===== src/rtl/lut_arbiter_pkg.sv =====
// Shared types for the VPI lookup-table arbiter: table entry layout and the
// response-register record that tracks who owns the access in flight.
package lut_arbiter_pkg;

    localparam int NumTx      = 4;
    localparam int VpiWidth   = 12;
    localparam int OwnerWidth = 8;

    typedef struct packed {
        logic [NumTx-1:0]    fwd_mask;
        logic [VpiWidth-1:0] nni_vpi;
    } CellCfgType;

    typedef struct packed {
        logic                  is_cpu;
        logic                  is_read;
        logic [OwnerWidth-1:0] owner;
    } LutOwnerType;

endpackage


===== src/rtl/lut_arbiter_rr_picker.sv =====
// Combinational round-robin picker: the first requester found searching from
// ptr+1 upward, wrapping modulo N, wins.
module rr_picker #(
    parameter int N  = 4,
    parameter int IW = $clog2(N)
) (
    input  logic [N-1:0]  req,
    input  logic [IW-1:0] ptr,
    output logic [N-1:0]  gnt,
    output logic [IW-1:0] idx
);

    logic found;

    // NOTE: every output gets a default before the search so no path leaves it unassigned (no latch).
    always_comb begin
        gnt   = '0;
        idx   = '0;
        found = 1'b0;
        for (int i = 1; i <= N; i++) begin
            if (!found && req[(int'(ptr) + i) % N]) begin
                found                      = 1'b1;
                idx                        = IW'((int'(ptr) + i) % N);
                gnt[(int'(ptr) + i) % N]   = 1'b1;
            end
        end
    end

endmodule


===== src/rtl/lut_arbiter.sv =====
// Arbiter for the shared single-port VPI lookup RAM: forwarding engines read,
// the CPU reads and writes, one access per cycle, response one cycle later.
module lut_arbiter
    import lut_arbiter_pkg::*;
#(
    parameter int NumReq = 4,
    parameter int Asize  = 8,
    parameter int DWidth = $bits(CellCfgType)
) (
    input  logic                    clk,
    input  logic                    rst,
    input  logic [NumReq-1:0]       fwd_req,
    input  logic [NumReq*Asize-1:0] fwd_addr,
    output logic [NumReq-1:0]       fwd_gnt,
    output logic [NumReq-1:0]       fwd_rvalid,
    output logic [DWidth-1:0]       fwd_rdata,
    input  logic                    cpu_req,
    input  logic                    cpu_we,
    input  logic [Asize-1:0]        cpu_addr,
    input  logic [DWidth-1:0]       cpu_wdata,
    output logic                    cpu_gnt,
    output logic                    cpu_ack,
    output logic [DWidth-1:0]       cpu_rdata,
    output logic                    mem_en,
    output logic                    mem_we,
    output logic [Asize-1:0]        mem_addr,
    output logic [DWidth-1:0]       mem_wdata,
    input  logic [DWidth-1:0]       mem_rdata
);

    localparam int IdxW = $clog2(NumReq);

    logic [IdxW-1:0]   rr_ptr;
    logic [IdxW-1:0]   pick_idx;
    logic [NumReq-1:0] pick_gnt;
    logic              cpu_last;
    logic              resp_valid;
    LutOwnerType       resp;
    logic [DWidth-1:0] fwd_rdata_q;
    logic [DWidth-1:0] cpu_rdata_q;
    logic              fwd_any;
    logic              cpu_wins;
    logic              fwd_wins;

    rr_picker #(.N(NumReq)) u_picker (
        .req (fwd_req),
        .ptr (rr_ptr),
        .gnt (pick_gnt),
        .idx (pick_idx)
    );

    // The CPU yields to pending forwarding traffic right after its own grant.
    always_comb begin
        fwd_any  = |fwd_req;
        cpu_wins = cpu_req && !(cpu_last && fwd_any);
        fwd_wins = fwd_any && !cpu_wins;
    end

    always_comb begin
        cpu_gnt   = 1'b0;
        fwd_gnt   = '0;
        mem_en    = 1'b0;
        mem_we    = 1'b0;
        mem_addr  = fwd_addr[int'(pick_idx)*Asize +: Asize];
        mem_wdata = cpu_wdata;
        if (rst) begin
            if (cpu_wins) begin
                cpu_gnt  = 1'b1;
                mem_en   = 1'b1;
                mem_we   = cpu_we;
                mem_addr = cpu_addr;
            end else if (fwd_wins) begin
                fwd_gnt = pick_gnt;
                mem_en  = 1'b1;
            end
        end
    end

    // Strobes come straight from the response register; data is shown live
    // from the RAM on the strobe cycle and held in the _q copies afterwards.
    always_comb begin
        fwd_rvalid = '0;
        cpu_ack    = 1'b0;
        fwd_rdata  = fwd_rdata_q;
        cpu_rdata  = cpu_rdata_q;
        if (rst && resp_valid) begin
            if (resp.is_cpu) begin
                cpu_ack = 1'b1;
                if (resp.is_read) begin
                    cpu_rdata = mem_rdata;
                end
            end else begin
                fwd_rvalid[resp.owner[IdxW-1:0]] = 1'b1;
                fwd_rdata                        = mem_rdata;
            end
        end
    end

    // NOTE: sequential state uses non-blocking assignments so every register samples pre-edge values.
    always_ff @(posedge clk) begin
        if (!rst) begin
            rr_ptr      <= IdxW'(NumReq - 1);
            cpu_last    <= 1'b0;
            resp_valid  <= 1'b0;
            resp        <= '0;
            fwd_rdata_q <= '0;
            cpu_rdata_q <= '0;
        end else begin
            cpu_last     <= cpu_gnt;
            resp_valid   <= mem_en;
            resp.is_cpu  <= cpu_gnt;
            resp.is_read <= !mem_we;
            resp.owner   <= OwnerWidth'(pick_idx);
            if (|fwd_gnt) begin
                rr_ptr <= pick_idx;
            end
            if (resp_valid && !resp.is_cpu) begin
                fwd_rdata_q <= mem_rdata;
            end
            if (resp_valid && resp.is_cpu && resp.is_read) begin
                cpu_rdata_q <= mem_rdata;
            end
        end
    end

endmodule


===== config.mk =====
export PLATFORM = sky130hd
export DESIGN_NAME = lut_arbiter
export DESIGN_NICKNAME = d
export VERILOG_FILES = /design/src/rtl/lut_arbiter_pkg.sv /design/src/rtl/lut_arbiter_rr_picker.sv /design/src/rtl/lut_arbiter.sv
export SDC_FILE = /design/constraint.sdc
export NUM_CORES = 1
export LEC_CHECK = 0
export ABC_AREA = 1
export CORE_UTILIZATION = 28
export DETAILED_ROUTE_END_ITERATION = 8
export GPL_ROUTABILITY_DRIVEN = 0
export PLACE_DENSITY = 0.66
export SLEW_MARGIN = 0
export SYNTH_ARGS = -nofsm -noshare
export SYNTH_HDL_FRONTEND = slang
export SYNTH_HIERARCHICAL = 1
export SYNTH_SLANG_ARGS = --single-unit

===== constraint.sdc =====
create_clock -name clk -period 3.5 [get_ports clk]
set_clock_uncertainty 0.1 [all_clocks]
set_input_delay 0.7 -clock clk [delete_from_list [all_inputs] [get_ports clk]]
set_output_delay 0.7 -clock clk [all_outputs]
set_load 0.005 [all_outputs]

==> results.py, run 1 <==
metrics = {
    "worst_setup_path": {
        "cp_max_fo": 5,
        "end_kind": "output port",
        "rr_worst_depth": 15,
        "required_ns": 2.70,
        "crit_chain": "inv_2, ha_4, inv_4, nand2_4, nand2_4, clkinv_4, nand2_2, nor2_4, a21oi_4, buf_6, buf_4, buf_4, nor2_2, nor2_1, o21ai_1, nand3_1, o21ai_1, inv_1, clkdlybuf4s15_1",
        "critPathKind": "register to output port",
        "crit_cells": 19,
        "rrSetupSlack_ns": 1.26,
        "r2r-start": "rr_ptr[1]",
        "slowest_delay_ns": 0.34,
        "crit_family": "buffers and inverters",
        "arrival_ns": 2.55,
        "cp-start-kind": "register",
        "r2r-end": "rr_ptr[0]",
        "worst-path-buf-inv": 8,
        "cpMaxStageDelayCell": "dfxtp_2",
    },
    "clocking": {
        "clock_path_buffers": 2,
        "h-tree-depth": 2,
        "ctsHoldBuffers": 0,
        "clk_pin_slew_worst_paths_ns": 0.07,
        "cts.sinks": 39,
        "cts_tree": "done",
        "clk_latency_ns": 0.28,
        "numCtsBuffers": 5,
        "cts-root-buf": "clkbuf_8",
    },
    "min_path": {
        "holdCritStartpoint": "cpu_rdata_q[9]",
        "hold_class": "register to register",
        "hold-path-cell-count": 2,
        "worst_hold_path.endpoint": "cpu_rdata_q[9]",
    },
    "routing": {
        "ant_nets": 0,
        "vias": 3076,
        "drtPass1Iterations": 4,
        "drt-total-wl_um": 8230,
        "vias_per_cell": 4.647,
        "avgRoutedWirePerCell_um": 12.43,
        "drtIter0Drc": 111,
        "drc": 0,
    },
    "yosys": {
        "async_reset_ff_share_pct": 0,
        "yosys-top-cells-count": "74 x o21ai_0, 66 x inv_1, 48 x nand2_1",
        "synth-warning-count": 6,
        "ys_seq_elements": 39,
        "synth_top_area_share_pct": 29.17,
        "yosysMostFrequentCell": "o21ai_0",
        "synth_enable_flop_cells": 0,
        "syn_area_per_cell_um2": 6.512,
        "synth.distinct_cells": 26,
        "ys_seq_area_share_pct": 29.17,
        "synthFlopType": "dfxtp_1",
        "synth.cell_area_um2": 2676,
        "synth_cells": 411,
        "ys_top_cells_by_area": "dfxtp_1 29%, o21ai_0 14%, inv_1 9.3%",
        "yosysTopAreaCell": "dfxtp_1",
        "synth_nets": 499,
    },
    "place": {
        "place_area_um2": 3963,
        "dp_hpwl_um": 6375,
        "portBuffers": 115,
    },
    "timing": {
        "setup_violations": 0,
        "final.setup.tns_ns": 0,
        "finalMaxSlewViolations": 0,
        "hold_viol": 0,
        "worstMarginPinSlew_ns": 0.4597,
        "min_period_ns": 3.354,
        "finalCritPeriodShare_pct": 95.84,
        "fmax_ghz": 0.2981,
        "whs_ns": 0.3697,
        "relSlewSlack_pct": 69.28,
    },
    "pwr": {
        "powerDensity_nw_per_um2": 549.9,
        "vdd_drop_max_mv": 0.4580,
        "clkPwrFrac_pct": 12.6,
        "internal_power_mw": 1.361,
        "finalPower_mw": 2.300,
        "switching_power_mw": 0.9394,
        "combPwrFrac_pct": 66.0,
        "p_seq_share_pct": 21.4,
        "swShare_pct": 40.84,
        "leakage_nw": 1.786,
    },
    "global_routing": {
        "grt_pass1_wl_um": 13340,
        "antenna_found_initial": 0,
        "grt_usage_pct": 16.57,
        "grt_pass1_vias": 2989,
        "grt_start_max_net_pins": 33,
        "grt_remaining_overflow": 0,
    },
    "floorplanning": {
        "die_height_um": 99.77,
        "rows": 35,
        "fp.dieW_um": 99.77,
        "ios": 148,
        "initial_utilization_pct": 28.96,
        "die_area_um2": 9953,
        "core_region_area_um2": 9240,
    },
    "layout": {
        "nFillCells": 940,
        "diodes": 0,
        "final_cell_area_um2": 4183,
        "drive_gt1_share_pct": 15.76,
        "multi_input_area_um2": 1471,
        "area_growth_syn_to_layout_pct": 56.29,
        "seq_area_um2": 783.3,
        "layout.nets": 620,
    },
    "outcome": {
        "status": "finished clean",
    },
    "job": {
        "maxCapViolations": 0,
    },
}
cell type report:
| cell class | instances | share of cell area [%] |
|---|---|---|
| clock buffers | 7 | 1.825 |
| clock inverters | 1 | 0.1197 |
| inverters | 72 | 6.641 |
| multi-input cells | 266 | 35.18 |
| flip-flops and latches | 39 | 18.73 |
| well taps | 129 | 3.859 |
| repair buffers | 148 | 33.65 |
worst register-to-register path, cell delays in order (launching register included):
cell      delay [ns]
dfxtp_2         0.34
inv_2           0.05
ha_4            0.26
nand3_4         0.10
buf_4           0.11
buf_4           0.09
buf_4           0.10
a21boi_0        0.09
a21oi_1         0.14
nand3_1         0.08
nand2_1         0.08
inv_1           0.04
o21ai_0         0.28
nand2_1         0.12
nand2_1         0.07
nand3_1         0.06
cells by family after synthesis:
family / count (synthesis) / share of synthesized area, %
AO/OA/AOI/OAI: 105 / 21.69
AND/OR/NAND/NOR: 153 / 27.30
buffers and inverters: 106 / 18.09
adder cells (fa/ha/maj): 8 / 3.740
flip-flops: 39 / 29.17
worst max path at each step:
stage	startpoint	endpoint	slack, ns
after detailed placement	fwd_req[2]	mem_addr[1]	-0.46
after global placement	fwd_req[2]	mem_addr[1]	-0.39
after CTS	fwd_req[3]	mem_addr[1]	-0.04
final	rr_ptr[0]	mem_addr[1]	0.15
after global routing	rr_ptr[1]	mem_addr[1]	-0.005
after floorplan	rr_ptr[0]	mem_addr[5]	0.40
cells in the final DEF (no fill, tap or decap), types with 2 or more instances in the layout:
| cell type | instances |
|---|---|
| clkbuf_8 | 5 |
| inv_1 | 62 |
| buf_12 | 2 |
| clkdlybuf4s50_1 | 103 |
| dfxtp_2 | 2 |
| clkbuf_2 | 5 |
| a21boi_0 | 4 |
| clkbuf_1 | 2 |
| clkdlybuf4s15_1 | 2 |
| nor2_2 | 2 |
| o21ai_1 | 10 |
| nand2_1 | 42 |
| buf_6 | 2 |
| o31ai_1 | 16 |
| buf_4 | 28 |
| nor3_4 | 2 |
| ha_1 | 7 |
| dfxtp_1 | 37 |
| nor3_1 | 4 |
| o21ai_0 | 68 |
| nor2_4 | 4 |
| nand2_2 | 11 |
| nand3_2 | 3 |
| nor2_1 | 42 |
| nand3_1 | 39 |
| inv_2 | 8 |
| dlygate4sd2_1 | 5 |
| a21oi_1 | 5 |
| nand2_4 | 3 |
per-layer routing:
metal  vias up  share of wire, %  global-route usage (%)
met3        19               7.8                   3.865
met1      1376                41                   18.92
met4         0               1.5                   4.977
met5         -                 0                       0
met2       132                49                   30.40
li1       1549                 -                       -
flip-flops by register name, summed over array words and instances, names as in the netlist:
| name | cells |
|---|---|
| cpu_rdata_q | 16 |
| resp | 4 |
| rr_ptr | 2 |
| resp_valid | 1 |
| fwd_rdata_q | 16 |
what timing repair did:
action                     in CTS  in global routing
setup buffers                   8                  3
pin swaps                       9                 10
setup endpoints to repair       8                  8
gates cloned                    1                  0
gates resized for setup        25                 31
power by group through the flow:
stage	Clock, mW	Combinational [mW]	Sequential, mW
floorplan	0	0.765	0.509
global placement	0	1.31	0.500
detailed placement	0	1.34	0.501
CTS	0.299	1.43	0.491
global route	0.322	1.68	0.496
finish	0.289	1.52	0.493
stage by stage:
stage,utilization [%],setup WS [ns],instances
floorplan,-,0.3960,411
global placement,42.88,-0.3898,642
detailed placement,42.88,-0.4645,642
CTS,44.60,-0.03868,659
global route,45.27,-0.004871,662
finish,45.27,0.1456,662
Power figures use the tool's default switching activity.
==> run 2: changes to the inputs <==
--- a/config.mk
+++ b/config.mk
@@ -6,10 +6,12 @@
 export NUM_CORES = 1
 export LEC_CHECK = 0
 export ABC_AREA = 1
-export CORE_UTILIZATION = 28
+export CELL_PAD_IN_SITES_DETAIL_PLACEMENT = 1
+export CELL_PAD_IN_SITES_GLOBAL_PLACEMENT = 1
+export CORE_UTILIZATION = 26
 export DETAILED_ROUTE_END_ITERATION = 8
 export GPL_ROUTABILITY_DRIVEN = 0
-export PLACE_DENSITY = 0.66
+export PLACE_DENSITY = 0.87
 export SLEW_MARGIN = 0
 export SYNTH_ARGS = -nofsm -noshare
 export SYNTH_HDL_FRONTEND = slang
==> results.py, run 2 (synthesis gave the netlist of run 1 again) <==
metrics = {
    "outcome": {
        "status": "finished clean",
    },
    "global_routing": {
        "grt_pass1_vias": 3140,
        "grt_pass1_wl_um": 14800,
        "grt_remaining_overflow": 0,
        "antenna_found_initial": 0,
        "grt_usage_pct": 17.60,
        "grt_start_max_net_pins": 34,
    },
    "routing": {
        "drtIter0Drc": 33,
        "drt-total-wl_um": 9573,
        "vias_per_cell": 4.673,
        "vias": 3103,
        "drc": 0,
        "ant_nets": 0,
        "drtPass1Iterations": 4,
        "avgRoutedWirePerCell_um": 14.42,
    },
    "timing": {
        "fmax_ghz": 0.2963,
        "rsz0062_at_grt": "yes",
        "finalCritPeriodShare_pct": 96.42,
        "hold_viol": 0,
        "setup_violations": 0,
        "finalMaxSlewViolations": 0,
        "relSlewSlack_pct": 67.92,
        "worstMarginPinSlew_ns": 0.4800,
        "min_period_ns": 3.375,
        "whs_ns": 0.3718,
        "final.setup.tns_ns": 0,
        "setup_ws_ns": 0.1252,
    },
    "worst_setup_path": {
        "cp_max_fo": 6,
        "required_ns": 2.70,
        "end_kind": "output port",
        "critPathKind": "primary input to output port",
        "rr_worst_depth": 15,
        "cp-start-kind": "primary input",
        "arrival_ns": 2.57,
    },
    "floorplanning": {
        "rows": 36,
        "core_region_area_um2": 9864,
        "initial_utilization_pct": 27.13,
        "ios": 148,
        "die_area_um2": 10700,
        "fp.dieW_um": 103.5,
        "die_height_um": 103.5,
    },
    "job": {
        "maxCapViolations": 0,
    },
    "pwr": {
        "powerDensity_nw_per_um2": 592.2,
        "vdd_drop_max_mv": 0.3101,
        "leakage_nw": 1.827,
        "finalPower_mw": 2.535,
    },
    "clocking": {
        "ctsHoldBuffers": 0,
        "h-tree-depth": 2,
        "cts.sinks": 39,
        "clock_path_buffers": 2,
        "clk_latency_ns": 0.27,
        "numCtsBuffers": 5,
        "cts_tree": "done",
        "cts-root-buf": "clkbuf_8",
        "clk_pin_slew_worst_paths_ns": 0.07,
    },
    "place": {
        "dpl_worst_slack_ns": -0.6101,
        "portBuffers": 115,
        "dpl.cell_count": 647,
        "dp_hpwl_um": 7603,
        "place_area_um2": 3975,
    },
    "layout": {
        "nFillCells": 1229,
        "diodes": 0,
        "reg.largest.list": "cpu_rdata_q: 16 flops, fwd_rdata_q: 16 flops, resp: 4 flops",
        "layout.nets": 618,
        "final_cell_area_um2": 4280,
        "fin_cells": 664,
        "layout_commonest_cell": "clkdlybuf4s50_1",
        "drive_gt1_share_pct": 17.14,
        "utilization_pct": 43.39,
        "area_growth_syn_to_layout_pct": 59.93,
        "mostFrequentLayoutCells": "103 x clkdlybuf4s50_1, 62 x inv_1, 58 x o21ai_0",
    },
    "min_path": {
        "hold_class": "register to register",
        "hold-path-cell-count": 2,
    },
}
run 2: changes by cell type in the layout (fill, tap and decap cells not counted), moves of 2 or more:
| cell | previous run | this run |
|---|---|---|
| buf_4 | 28 | 22 |
| nor2_1 | 42 | 40 |
| o21ai_0 | 68 | 58 |
| clkdlybuf4s15_2 | 0 | 2 |
| buf_6 | 2 | 6 |
| o21ai_1 | 10 | 17 |
| buf_2 | 0 | 2 |
| nor2_2 | 2 | 5 |
| o21ai_2 | 0 | 3 |
| bufinv_16 | 0 | 2 |
| clkbuf_2 | 5 | 1 |
run 2: cell type report:
type | count | area [µm²] | share of cell area, %
well taps | 133 | 166.4 | 3.888
repair buffers | 146 | 1429 | 33.38
flip-flops and latches | 39 | 783.3 | 18.30
inverters | 72 | 275.3 | 6.431
multi-input cells | 266 | 1494 | 34.90
clock buffers | 6 | 72.57 | 1.695
clock inverters | 2 | 60.06 | 1.403
run 2: worst max-delay path, stage by stage:
cell and delay [ns]:
clkdlybuf4s15_2 0.21, nand2_2 0.08, nand2_2 0.07, nand2_4 0.09
nand2_4 0.07, clkinv_4 0.05, nand2_2 0.06, nor2_4 0.08
a21oi_2 0.04, buf_6 0.12, buf_4 0.13, buf_6 0.12
nor2_2 0.10, nor2_1 0.06, o21ai_1 0.08, nand3_1 0.09
o21ai_1 0.08, inv_1 0.05, dlygate4sd2_1 0.26
run 2: final timing paths:
path / start / endpoint / slack [ns]
hold / removal: cpu_rdata_q[3] / cpu_rdata_q[3] / 0.37
setup reg to reg: rr_ptr[1] / rr_ptr[1] / 1.10
setup / recovery: fwd_req[0] / mem_addr[6] / 0.13
hold reg to reg: cpu_rdata_q[3] / cpu_rdata_q[3] / 0.37
run 2: timing repair:
action,CTS,global route
buffers inserted,4,4
endpoints found under the setup margin,11,19
cloned,1,0
gates resized for setup,56,21
pin swaps,5,11
run 2: routing by layer:
metal,GRT usage [%],part of all wire [%]
met2,34.08,50
met4,3.900,0.99
met5,0,0
met3,3.159,6.5
met1,19.83,42
run 2: power by group:
part | leakage [nW] | internal (mW) | total (mW) | switching (mW)
clock | 0.0654 | 0.285 | 0.445 | 0.160
sequential | 0.319 | 0.477 | 0.492 | 0.0148
combinational | 1.44 | 0.765 | 1.60 | 0.832
total | 1.83 | 1.53 | 2.53 | 1.01
